===== src/rtl/regfile_dump_engine.sv =====
// regfile_dump_engine: owns the 1r1w register-file ports while active.
// Dump streams an inclusive, wrapping address range out over val/rdy.
// Clear writes zero to every entry of an inclusive, wrapping range.
module regfile_dump_engine #(
    parameter int p_data_nbits  = 32,
    parameter int p_num_entries = 32,
    localparam int c_addr_nbits = $clog2(p_num_entries)
) (
    input  logic                    clk,
    input  logic                    reset,
    input  logic                    req_val,
    output logic                    req_rdy,
    input  logic                    req_type,
    input  logic [c_addr_nbits-1:0] req_first,
    input  logic [c_addr_nbits-1:0] req_last,
    output logic [c_addr_nbits-1:0] rf_read_addr,
    input  logic [p_data_nbits-1:0] rf_read_data,
    output logic                    rf_write_en,
    output logic [c_addr_nbits-1:0] rf_write_addr,
    output logic [p_data_nbits-1:0] rf_write_data,
    output logic                    resp_val,
    input  logic                    resp_rdy,
    output logic [c_addr_nbits-1:0] resp_addr,
    output logic [p_data_nbits-1:0] resp_data,
    output logic                    resp_last,
    output logic                    resp_err,
    output logic                    busy
);

    // One extra bit so the bounds check is meaningful when p_num_entries is a power of two
    localparam logic [c_addr_nbits:0]   c_num_entries = (c_addr_nbits + 1)'(p_num_entries);
    localparam logic [c_addr_nbits-1:0] c_max_addr    = c_addr_nbits'(p_num_entries - 1);

    typedef enum logic [2:0] {
        IDLE,
        DUMP,
        CLEAR,
        DONE,
        ERR
    } state_t;

    state_t                  state;
    state_t                  state_next;
    logic [c_addr_nbits-1:0] cursor;
    logic [c_addr_nbits-1:0] last;
    logic [c_addr_nbits-1:0] cursor_inc;
    logic                    at_last;
    logic                    range_bad;

    assign cursor_inc = (cursor == c_max_addr) ? '0 : cursor + c_addr_nbits'(1);
    assign at_last    = (cursor == last);
    assign range_bad  = ({1'b0, req_first} >= c_num_entries) ||
                        ({1'b0, req_last}  >= c_num_entries);

    // State register
    always_ff @(posedge clk) begin
        if (reset) begin
            state <= IDLE;
        end else begin
            state <= state_next;
        end
    end

    // Range registers: latch operands on request transfer, advance cursor per entry handled
    always_ff @(posedge clk) begin
        if (reset) begin
            cursor <= '0;
            last   <= '0;
        end else begin
            case (state)
                IDLE: begin
                    if (req_val) begin
                        cursor <= req_first;
                        last   <= req_last;
                    end
                end
                DUMP: begin
                    if (resp_rdy && !at_last) begin
                        cursor <= cursor_inc;
                    end
                end
                CLEAR: begin
                    if (!at_last) begin
                        cursor <= cursor_inc;
                    end
                end
                default: ;
            endcase
        end
    end

    // Next-state logic
    always_comb begin
        state_next = state;
        case (state)
            IDLE: begin
                if (req_val) begin
                    if (range_bad) begin
                        state_next = ERR;
                    end else if (req_type) begin
                        state_next = CLEAR;
                    end else begin
                        state_next = DUMP;
                    end
                end
            end
            DUMP: begin
                if (resp_rdy && at_last) begin
                    state_next = IDLE;
                end
            end
            CLEAR: begin
                if (at_last) begin
                    state_next = DONE;
                end
            end
            DONE, ERR: begin
                if (resp_rdy) begin
                    state_next = IDLE;
                end
            end
            default: state_next = IDLE;
        endcase
    end

    // Output decode
    always_comb begin
        req_rdy       = 1'b0;
        busy          = 1'b1;
        rf_read_addr  = cursor;
        rf_write_en   = 1'b0;
        rf_write_addr = '0;
        rf_write_data = '0;
        resp_val      = 1'b0;
        resp_addr     = '0;
        resp_data     = '0;
        resp_last     = 1'b0;
        resp_err      = 1'b0;
        case (state)
            IDLE: begin
                req_rdy      = 1'b1;
                busy         = 1'b0;
                rf_read_addr = '0;
            end
            DUMP: begin
                resp_val  = 1'b1;
                resp_addr = cursor;
                resp_data = rf_read_data;
                resp_last = at_last;
            end
            CLEAR: begin
                rf_write_en   = 1'b1;
                rf_write_addr = cursor;
            end
            DONE: begin
                resp_val  = 1'b1;
                resp_addr = last;
                resp_last = 1'b1;
            end
            ERR: begin
                resp_val  = 1'b1;
                resp_last = 1'b1;
                resp_err  = 1'b1;
            end
            default: ;
        endcase
    end

endmodule


===== config.mk =====
export PLATFORM = sky130hd
export DESIGN_NAME = regfile_dump_engine
export DESIGN_NICKNAME = d
export VERILOG_FILES = /design/src/rtl/regfile_dump_engine.sv
export SDC_FILE = /design/constraint.sdc
export NUM_CORES = 1
export LEC_CHECK = 0
export BUFFER_PORTS_ARGS = -buffer_cell sky130_fd_sc_hd__buf_2
export CAP_MARGIN = 20
export CORE_MARGIN = 3
export CORE_UTILIZATION = 34
export DETAILED_ROUTE_END_ITERATION = 7
export PLACE_DENSITY = 0.79
export REMOVE_ABC_BUFFERS = 1
export SLEW_MARGIN = 20
export SYNTH_ARGS = -nofsm -noshare
export SYNTH_HDL_FRONTEND = slang
export SYNTH_SLANG_ARGS = --single-unit

===== constraint.sdc =====
create_clock -name clk -period 1.9 [get_ports clk]
set_input_delay 0.095 -clock clk [delete_from_list [all_inputs] [get_ports clk]]
set_output_delay 0.095 -clock clk [all_outputs]
set_load 0.02 [all_outputs]

# After elaboration in Yosys (flattened, before gate mapping)
# Cells that the tools add are included.
# Widths: inputs -> output; s select.
# totals
regBits,13
in_bits,47
output_inout_bits,85
elab_cells,47
# op_classes
add_sub_neg,1
n_eq_ne,12
mux,21
reduce_logical,10
# op_table
cell,count
$mux 32,1
$mux 5,6
$pmux 5 s3,1
$mux 3,4
$pmux 3 s4,1
$ne 2x2->1 const B,5
$pmux 5 s2,1
$reduce_and 4->1,2
$eq 3x2->1 const B,2
$add 5x1->5 const B,1
$eq 5x5->1,1
$eq 5x5->1 const B,1
$mux 1,5
$eq 3x1->1 const B,1
$eq 3x3->1 const B,1
$logic_not 3->1,1
$reduce_bool 3->1,1
$reduce_or 3->1,1
$logic_and 1x1->1,2
$mux 2,1
$ne 2x1->1 const B,1
$pmux 1 s2,1
$reduce_and 2->1,1
$reduce_or 2->1,1
$logic_not 1->1,1

# Logic depth before layout (Yosys ltp)
# Gate-level depths: netlist (run 1).
# logic_depth
word_depth,5
depth_mapped,7
mapped_depth_nobuf,7

# Worst setup path before layout (run 1)
# Ideal clock, no wire load.
# synth_timing
path_kind,reg-to-reg
start,register cursor[0]
end,register cursor[3]
setup_ns,0.057
arrival_ns,1.823
t_required_ns,1.843
path_slack_ns,0.020
path_stages_with_launch,8
path_buffers,0
synth_period_minus_slack_ns,1.880
cell_sequence,dfxtp_1 -> ha_1 -> and3_1 -> ha_1 -> nand2b_1 -> or3_2 -> a31oi_1 -> mux2_4
# synth_between
elab_chain_cells,5
word_cells_on_any_way,12
cone_classes,1 x add/sub; 4 x eq/ne; 4 x mux; 3 x reduce/logical
# synth_lines
element,line_no,source
start: declaration,44,logic [c_addr_nbits-1:0] cursor;
start signal: assignment,73,cursor <= req_first;
start signal: assignment,79,cursor <= cursor_inc;
start signal: assignment,84,cursor <= cursor_inc;
"parallel branches: the longest is 5 deep, another holds $add 5x1->5",--,
# Parallel ways; which one is timed is not known. The select of a mux whose other input is x is not followed.
# A chain may end at the register's enable or synchronous reset.

# Final worst setup path (run 1)
# Same ends and word-level chain as after synthesis.

==> impl_results.md, run 1 <==
- Post-synthesis instance area: 1400 sq um
- Peak Freq: 0.5478 GHz
- Worst-path cell chain: ha_2 > and3_1 > ha_2 > nand2b_4 > or3_2 > a31oi_1 > mux2_4
- Cells after Synth: 179
- Average size of a mapped cell: 7.822 sq um
- Critical path data required time: 2090 ps
- Share of synthesized area spent on multiplexers: 0.02949
- Hold WC Path Type: in -> reg
- Placer Congestion: 0.9653
- Max-cap violations: 0
- Total Die Area: 4924 sq um
- Power density cells: 1633 nW/um^2
- Combined buffer and inverter count along the critical path: 0
- I/O pin total: 132
- Number of setup violations in the final report: 0
- Aggregate global routing overflow: 0
- Routed Antenna Nets: 0
- Clock insertion delay at the later pin of the skew report: 240 ps
- Clock tree from TritonCTS: built
- Post-Route WL: 3859 um
- Global router's overall resource usage: 0.1468
- Setup repair after global routing missed its margin: no
- Ys Warns: 0
- Count of flip-flops with a built-in enable after synthesis: 0
- Avg WL per Cell: 11.77 um
- DRC Markers: 0
- Synth Area in Compound Gates: 0.1680
- Total number of placement rows: 22
- Cell seen most often among critical-path stages: ha_2
- Number of I/O port buffers: 98
- Detailed-router iteration count before antenna repair: 4
- Clk sink count: 12
- Antenna violations before repair: 0
- Clock transition at path regs: 50 ps
- Multi-input gate area in the final layout: 978.4 sq um
- Combinational family with the most area after synthesis: simple AND/OR/NAND/NOR gates
- Maximum number of pins on one net before global-route repair: 33
- Via-to-Cell Ratio: 4.329
- Share of the clock period used by the worst path after layout: 0.9607
- Detail Placement HPWL: 3159 um
- Cts bufs inserted: 3
- Final Hold Fails: 0
- Total power of the final layout: 3.122 mW
- Synth top area cells: buf_4 18%, dfxtp_1 17%, and2_1 17%
- Count of unique library cells instantiated by Yosys: 37
- Part of the total power dissipated in the clock network: 0.076
- Effective utilization at floorplan: 0.3659
- Clock buffer depth: 2
- Fraction of layout cells with a size suffix above 1: 0.4571
- Fraction of the mapped netlist area in adder cells: 0.05362
- Critical path class: reg -> reg
- Crit path launch type: flop
- Die outline width: 70.17 um
- Primary flip-flop cell chosen by synthesis mapping: dfxtp_1
- Final min period: 1825 ps
- Total number of H-tree levels: 1
- Placeable core region: 3826 sq um
- Seq. cell area: 240.2 sq um
- Reported leakage power: 1.120 nW
- Count of placed standard cells in the final layout, fillers left out: 328
- Combinational cell fraction of total power: 0.789
- Sequential element share of the synthesized area: 0.1716
- Fraction of power consumed by sequential logic: 0.135
- Hold bufs inserted after CTS: 0
- Post-synthesis cell type with the largest combined area: buf_4
- Crit path largest cell delay: 440 ps
- Status: completed
- Post-layout nets: 335
- Arrival time worst endpoint: 2020 ps
- CP top delay family: simple AND/OR/NAND/NOR gates
- Global-route wire length before repair: 5961 um
- Filler cells: 386
- Synthesized-area fraction occupied by xor and xnor cells: 0.03753
- Internal power consumption: 1.481 mW
- CTS root buf: clkbuf_8
- Proportion of register bits with asynchronous set or reset after synthesis: 0
- # placed instances: 325
- Commonest cells after routing, fill and taps aside: 98 x buf_2, 37 x and2_1, 33 x conb_1
- Endpoint class of the critical path: flop
- Power spent charging and discharging nets: 1.642 mW
- Instance area after placement: 1856 sq um
- P&R area growth vs syn: 36.55%
- Cell with the largest stage delay on the worst path: or3_2
- Post-Route Setup TNS: 0 ps
- Switching Fraction: 0.5258
- Area share of and/or/nand/nor cells after synthesis: 0.3110
- Post-synthesis sequential element count: 12
- Maximum fanout count along the critical path: 3
- Layout Skew: 3.044 ps
- Worst voltage drop across the vdd grid: 0.7811 mV
- Number of vias after detailed routing: 1420
- Share of the synthesized area in the top cell type: 0.1823
- Final antenna diode count: 0
- Post-CTS setup repair buffer count: 0
- Leading cell type in the layout, fill and taps excluded: buf_2
- Number of global-route vias before repair: 1280
- Post-Layout Inst Area: 1912 sq um
- Number of max-slew violations in the final report: 0
- Detailed Route Iter0 Violations: 30
- Die outline height: 70.17 um
-- stage by stage --
step | setup slack [ps] | hold slack (ps) | util
after floorplan | -158.6 | 164.1 | -
after global placement | 50.79 | 352.9 | 0.4850
after detailed placement | -11.49 | 353.8 | 0.4850
after CTS | 10.74 | 92.77 | 0.4957
after global routing | 10.29 | 99.07 | 0.4997
final | 74.67 | 99.20 | 0.4997
-- area by class of cell --
type,instances,area share
tap,48,0.03141
inverter,9,0.01767
timing repair buffer,107,0.2919
sequential,12,0.1257
clock buffer,3,0.02160
multi-input combinational,149,0.5118
-- routing by layer --
| layer | share of wire | track usage | vias up |
|---|---|---|---|
| li1 | - | - | 733 |
| met1 | 0.41 | 0.1760 | 600 |
| met2 | 0.48 | 0.2571 | 82 |
| met3 | 0.10 | 0.03165 | 5 |
| met4 | 0.011 | 0.04894 | 0 |
| met5 | 0 | 0 | - |
-- synthesized netlist by cell type (2+ instances only) --
master	number
nand2b_1	3
ha_1	6
nor2b_1	2
a21oi_1	7
clkbuf_1	6
xor2_1	5
nand2_1	7
and2b_2	2
dfxtp_1	12
nor3_1	2
a31o_2	2
a22o_1	5
mux2_4	2
inv_1	9
a211oi_1	6
nand3_1	6
nor2_1	5
buf_4	34
o22ai_1	2
a221oi_1	2
and2_1	37
a31oi_1	2
-- kinds of logic after synthesis --
group / count (synthesis)
other: 1
multiplexers: 3
buffers and inverters: 50
XOR/XNOR: 6
adder cells (fa/ha/maj): 6
AND/OR/NAND/NOR: 72
flip-flops: 12
AO/OA/AOI/OAI: 29
-- path summary, 6_finish.rpt --
| path | cells past startpoint | startpoint | slack (ps) | to |
|---|---|---|---|---|
| max reg2reg | 7 | cursor[0] | 70 | cursor[3] |
| min reg2reg | 2 | last[2] | 480 | last[2] |
| max | 7 | cursor[0] | 70 | cursor[3] |
| min | 3 | req_last[1] | 100 | last[1] |
-- power groups by stage --
stage	combinational [mW]	clock [mW]	sequential [mW]
final	2.46	0.237	0.421
after global routing	2.68	0.254	0.431
after CTS	2.43	0.249	0.421
after detailed placement	2.42	0	0.427
after global placement	2.39	0	0.420
after floorplan	1.64	0	0.445
-- repair_timing --
action | CTS | global route
gates resized for setup | 0 | 4
pin swaps | 1 | 1
endpoints found under the setup margin | 1 | 1
hold endpoints to repair | 0 | 0
-- state kept, by name (all words and copies together), names as in the netlist --
name,count
state,2
last,5
cursor,5
-- worst register-to-register path: cells and delay by family (launching register included) --
family                     cells  cell delay, ps
adders and majority gates      2             370
and+or+nand+nor                3             760
DFF                            1             310
muxes                          1             160
AOI/OAI and AO/OA              1             180
No activity file was read; power rests on OpenSTA's default activity.
==> inputs of run 2 (changes only) <==
--- a/config.mk
+++ b/config.mk
@@ -10,6 +10,7 @@
 export CORE_MARGIN = 3
 export CORE_UTILIZATION = 34
 export DETAILED_ROUTE_END_ITERATION = 7
+export MAX_ROUTING_LAYER = met4
 export PLACE_DENSITY = 0.79
 export REMOVE_ABC_BUFFERS = 1
 export SLEW_MARGIN = 20
==> impl_results.md, run 2 (synthesis gave the netlist of run 1 again) <==
- Status: completed (unchanged)
- Reg2reg path depth: 7 (unchanged)
- Detailed Route Iter0 Violations: 30 (unchanged)
- Filler cells: 398 (was 386)
- Post-placement worst setup slack: -9.618 ps (was -11.49 ps)
- Clock tree from TritonCTS: built (unchanged)
- Number of vias after detailed routing: 1476 (was 1420)
- Post-Route WL: 3989 um (was 3859 um)
- Registers with the highest flip-flop counts: cursor x5, last x5, state x2 (unchanged)
- Final min period: 1819 ps (was 1825 ps)
- Crit path launch type: flop (unchanged)
- Routed Antenna Nets: 0 (unchanged)
- Critical path data required time: 2090 ps (about the same)
- Final Hold Fails: 0 (unchanged)
- Worst voltage drop across the vdd grid: 0.7935 mV (was 0.7811 mV)
- Die outline width: 70.17 um (unchanged)
- Worst Setup Slack, final: 80.70 ps (was 74.67 ps)
- Placer Congestion: 0.9564 (was 0.9653)
- Peak Freq: 0.5497 GHz (was 0.5478 GHz)
- Layout Skew: 2.716 ps (was 3.044 ps)
- Number of setup violations in the final report: 0 (unchanged)
- CTS root buf: clkbuf_8 (unchanged)
- Maximum number of pins on one net before global-route repair: 33 (unchanged)
- Post-layout nets: 336 (was 335)
- Reg2reg setup slack: 80 ps (was 70 ps)
- Reported leakage power: 1.132 nW (was 1.120 nW)
- Maximum fanout count along the critical path: 3 (unchanged)
- Number of global-route vias before repair: 1305 (was 1280)
- Clock transition at path regs: 60 ps (was 50 ps)
- Worst min-delay path startpoint: req_last[0] (was req_last[1])
- Clock buffer depth: 2 (unchanged)
- I/O pin total: 132 (unchanged)
- Leading cell type in the layout, fill and taps excluded: buf_2 (unchanged)
- Die outline height: 70.17 um (unchanged)
- Clk sink count: 12 (unchanged)
- Cells on Worst Hold Path: 3 (unchanged)
- Final antenna diode count: 0 (unchanged)
- Aggregate global routing overflow: 0 (unchanged)
- Detailed-router iteration count before antenna repair: 4 (unchanged)
- P&R area growth vs syn: 38.16% (was 36.55%)
- Commonest cells after routing, fill and taps aside: 98 x buf_2, 37 x and2_1, 33 x conb_1 (unchanged)
- Critical path class: reg -> reg (unchanged)
- Fraction of the core area covered by cells at the end of the flow: 0.5056 (was 0.4997)
- Max-cap violations: 0 (unchanged)
- Number of I/O port buffers: 98 (unchanged)
- Total number of placement rows: 22 (unchanged)
- Endpoint class of the critical path: flop (unchanged)
- Detail Placement HPWL: 3333 um (was 3159 um)
- Placeable core region: 3826 sq um (unchanged)
- DRC Markers: 0 (unchanged)
- Clock insertion delay at the later pin of the skew report: 240 ps (about the same)
- Power density cells: 1652 nW/um^2 (was 1633 nW/um^2)
- Cts bufs inserted: 3 (unchanged)
- Hold WC Path Type: in -> reg (unchanged)
- Global router's overall resource usage: 0.1536 (was 0.1468)
- Total number of H-tree levels: 1 (unchanged)
- Crit. Startpoint: cursor[0] (unchanged)
- Share of the clock period used by the worst path after layout: 0.9575 (was 0.9607)
- Antenna violations before repair: 0 (unchanged)
- Via-to-Cell Ratio: 4.473 (was 4.329)
- Global-route wire length before repair: 6058 um (was 5961 um)
- Reg-to-Reg Start: cursor[0] (unchanged)
- Number of max-slew violations in the final report: 0 (unchanged)
- Total Die Area: 4924 sq um (unchanged)
- Arrival time worst endpoint: 2010 ps (was 2020 ps)
- Avg WL per Cell: 12.09 um (was 11.77 um)
- Effective utilization at floorplan: 0.3659 (unchanged)
- Post-Route Setup TNS: 0 ps (unchanged)
- Fraction of layout cells with a size suffix above 1: 0.4645 (was 0.4571)
[run 2: cell count changes in the layout (fill, tap and decap cells not counted), sizes merged]
cell and delta:
buf +1, clkbuf +1
[run 2: path summary, 6_finish.rpt]
path,to
max reg2reg,cursor[3]
min reg2reg,last[2]
min,last[0]
max,cursor[3]
[run 2: layer usage]
| metal | vias up | part of all wire | track usage |
|---|---|---|---|
| met5 | - | 0 | - |
| met4 | 0 | 0.010 | 0.03830 |
| met3 | 5 | 0.090 | 0.02878 |
| met2 | 77 | 0.50 | 0.2718 |
| met1 | 656 | 0.40 | 0.1778 |
| li1 | 738 | - | - |
[run 2: area by class of cell]
| cell class | count | area (sq um) | share of cell area |
|---|---|---|---|
| multi-input combinational | 149 | 978.4 | 0.5058 |
| timing repair buffer | 108 | 565.5 | 0.2924 |
| sequential | 12 | 241.5 | 0.1248 |
| tap | 48 | 60.06 | 0.03105 |
| clock buffer | 4 | 55.05 | 0.02846 |
| inverter | 9 | 33.78 | 0.01746 |
[run 2: report_power, final]
| group | switching (mW) | internal, mW |
|---|---|---|
| Clock | 0.103 | 0.183 |
| Combinational | 1.49 | 0.992 |
| Sequential | 0.0738 | 0.350 |
| Total | 1.67 | 1.52 |
[run 2: worst max-delay path: stages, from the launching register on]
cell and delay, ps:
dfxtp_2 320, ha_2 180, and3_1 180, ha_2 170
nand2b_4 140, or3_2 440, a31oi_1 180, mux2_4 160
[run 2: timing repair]
action / CTS / global route
buffers inserted: 0 / 1
cloned: 0 / 0
pin swaps: 1 / 1
resized for setup: 0 / 5
hold buffers: 0 / 0
endpoints found under the setup margin: 1 / 1
[run 2: through the flow]
step	total power [mW]	hold WS [ps]	cells	instance area, sq um
5_1_grt	3.453	100.7	330	1934
2_1_floorplan	2.084	164.1	170	1237
4_1_cts	3.168	92.19	329	1911
3_3_place_gp	2.812	352.3	325	1856
6_report	3.196	95.27	330	1934
3_5_place_dp	2.871	355.0	325	1856
==> inputs of run 3 (changes only) <==
--- a/config.mk
+++ b/config.mk
@@ -6,10 +6,10 @@
 export NUM_CORES = 1
 export LEC_CHECK = 0
 export BUFFER_PORTS_ARGS = -buffer_cell sky130_fd_sc_hd__buf_2
-export CAP_MARGIN = 20
 export CORE_MARGIN = 3
 export CORE_UTILIZATION = 34
 export DETAILED_ROUTE_END_ITERATION = 7
+export HOLD_SLACK_MARGIN = 0.12
 export MAX_ROUTING_LAYER = met4
 export PLACE_DENSITY = 0.79
 export REMOVE_ABC_BUFFERS = 1
==> impl_results.md, run 3 (synthesis gave the netlist of run 1 again) <==
- Status: completed (unchanged)
- Final Hold Fails: 0 (unchanged)
- Cell with the largest stage delay on the worst path: or3_2 (unchanged)
- Crit path largest cell delay: 440 ps (about the same)
- Clock buffer depth: 2 (unchanged)
- Reg2reg setup slack: 80 ps (about the same)
- Cell seen most often among critical-path stages: ha_2 (unchanged)
- Placer Congestion: 0.9564 (unchanged)
- Die outline height: 70.17 um (unchanged)
- Critical path data required time: 2090 ps (about the same)
- Worst voltage drop across the vdd grid: 0.7989 mV (was 0.7935 mV)
- Final min period: 1819 ps (about the same)
- Worst hold slack: 138.9 ps (was 95.27 ps)
- Seq. cell area: 241.5 sq um (unchanged)
- Power density cells: 1614 nW/um^2 (was 1652 nW/um^2)
- Filler cells: 390 (was 398)
- Aggregate global routing overflow: 0 (unchanged)
- Leading cell type in the layout, fill and taps excluded: buf_2 (unchanged)
- Detailed-router iteration count before antenna repair: 4 (unchanged)
- Clk sink count: 12 (unchanged)
- Multi-input gate area in the final layout: 978.4 sq um (unchanged)
- Number of max-slew violations in the final report: 0 (unchanged)
- CP top delay family: simple AND/OR/NAND/NOR gates (unchanged)
- Endpoint class of the critical path: flop (unchanged)
- Reg2reg path depth: 7 (unchanged)
- Clock transition at path regs: 60 ps (about the same)
- Reg-to-Reg Start: cursor[0] (unchanged)
- Worst-path cell chain: ha_2 > and3_1 > ha_2 > nand2b_4 > or3_2 > a31oi_1 > mux2_4 (unchanged)
- Hold WC Path Type: in -> reg (unchanged)
- Critical path class: reg -> reg (unchanged)
- Count of placed standard cells in the final layout, fillers left out: 335 (was 330)
- Detailed Route Iter0 Violations: 47 (was 30)
- Routed Antenna Nets: 0 (unchanged)
- Global-route wire length before repair: 6196 um (was 6058 um)
- Number of vias after detailed routing: 1505 (was 1476)
- # placed instances: 325 (unchanged)
- Via-to-Cell Ratio: 4.493 (was 4.473)
- Worst hold endpoint: state[1] (was last[0])
- Crit path launch type: flop (unchanged)
- Commonest cells after routing, fill and taps aside: 98 x buf_2, 37 x and2_1, 33 x conb_1 (unchanged)
- Fraction of layout cells with a size suffix above 1: 0.4564 (was 0.4645)
- Number of setup violations in the final report: 0 (unchanged)
- Registers with the highest flip-flop counts: cursor x5, last x5, state x2 (unchanged)
- P&R area growth vs syn: 41.73% (was 38.16%)
- Clock tree from TritonCTS: built (unchanged)
- Final antenna diode count: 0 (unchanged)
- Maximum fanout count along the critical path: 3 (unchanged)
- CTS root buf: clkbuf_8 (unchanged)
- Clock insertion delay at the later pin of the skew report: 240 ps (about the same)
- Placeable core region: 3826 sq um (unchanged)
- Cts bufs inserted: 3 (unchanged)
- I/O pin total: 132 (unchanged)
- Peak Freq: 0.5497 GHz (about the same)
- Combined buffer and inverter count along the critical path: 0 (unchanged)
- Total number of placement rows: 22 (unchanged)
- Total Die Area: 4924 sq um (unchanged)
- Cells on Worst Hold Path: 3 (unchanged)
- Number of I/O port buffers: 98 (unchanged)
- Share of the clock period used by the worst path after layout: 0.9574 (was 0.9575)
- Post-Layout Inst Area: 1984 sq um (was 1934 sq um)
- Avg WL per Cell: 12.08 um (was 12.09 um)
- Layout Skew: 0.4272 ps (was 2.716 ps)
- Worst min-delay path startpoint: req_type (was req_last[0])
- Arrival time worst endpoint: 2010 ps (about the same)
- Destination of the worst register-to-register timing path: cursor[3] (unchanged)
- Instance area after placement: 1856 sq um (unchanged)
- Total power of the final layout: 3.202 mW (was 3.196 mW)
- Die outline width: 70.17 um (unchanged)
- Antenna violations before repair: 0 (unchanged)
- Max-cap violations: 0 (unchanged)
- Global router's overall resource usage: 0.1566 (was 0.1536)
- Worst Setup Slack, final: 80.86 ps (was 80.70 ps)
- Maximum number of pins on one net before global-route repair: 33 (unchanged)
- DRC Markers: 0 (unchanged)
- Number of global-route vias before repair: 1349 (was 1305)
- Effective utilization at floorplan: 0.3659 (unchanged)
- Post-placement worst setup slack: -9.618 ps (unchanged)
- Detail Placement HPWL: 3333 um (unchanged)
- Post-Route WL: 4046 um (was 3989 um)
- Post-layout nets: 341 (was 336)
- Reported leakage power: 1.153 nW (was 1.132 nW)
- Total number of H-tree levels: 1 (unchanged)
-- run 3: changes by cell type in the layout (fill, tap and decap cells not counted), sizes merged --
| cell | previous run | this run |
|---|---|---|
| dlygate4sd3 | 0 | 5 |
-- run 3: power by group --
group	switching, mW	leakage, nW	internal, mW
logic	1.49	1.03	0.998
registers	0.0739	0.0993	0.350
clock network	0.103	0.0288	0.183
total	1.67	1.15	1.53
-- run 3: layer usage --
| layer | wire, um | up-vias | global-route usage |
|---|---|---|---|
| met1 | 1619 | 675 | 0.1787 |
| met2 | 2048 | 77 | 0.2812 |
| met4 | 40 | 0 | 0.03830 |
| met3 | 337 | 5 | 0.02878 |
| met5 | 0 | - | - |
| li1 | - | 748 | - |
-- run 3: area by class of cell --
cell class / instances / area share
repair buffers: 113 / 0.3102
clock buffers: 4 / 0.02774
well taps: 48 / 0.03026
flip-flops and latches: 12 / 0.1217
multi-input cells: 149 / 0.4931
inverters: 9 / 0.01702
-- run 3: how the worst max path moves through the flow --
stage / start / to / cells past startpoint
4_1_cts: cursor[0] / cursor[3] / 7
2_1_floorplan: state[1] / cursor[1] / 6
6_report: cursor[0] / cursor[3] / 7
3_3_place_gp: cursor[0] / cursor[3] / 7
5_1_grt: cursor[0] / cursor[3] / 7
3_5_place_dp: cursor[0] / cursor[3] / 7
-- run 3: worst min-delay path, cell delays in order --
cell      delay [ps]
buf_2            100
nand2_1           60
a221oi_1          70
-- run 3: per-stage QoR --
stage,setup TNS (ps),util
final,0,0.5186
after global routing,-0.6557,0.5186
after CTS,0,0.5124
after detailed placement,-9.618,0.4850
after global placement,0,0.4850
after floorplan,-335.0,-
-- run 3: what timing repair did --
item	CTS	global route
gates resized for setup	0	5
pin swaps	1	1
buffers inserted	0	1
setup endpoints to repair	1	1
hold buffers	5	0
endpoints found under the hold margin	5	0
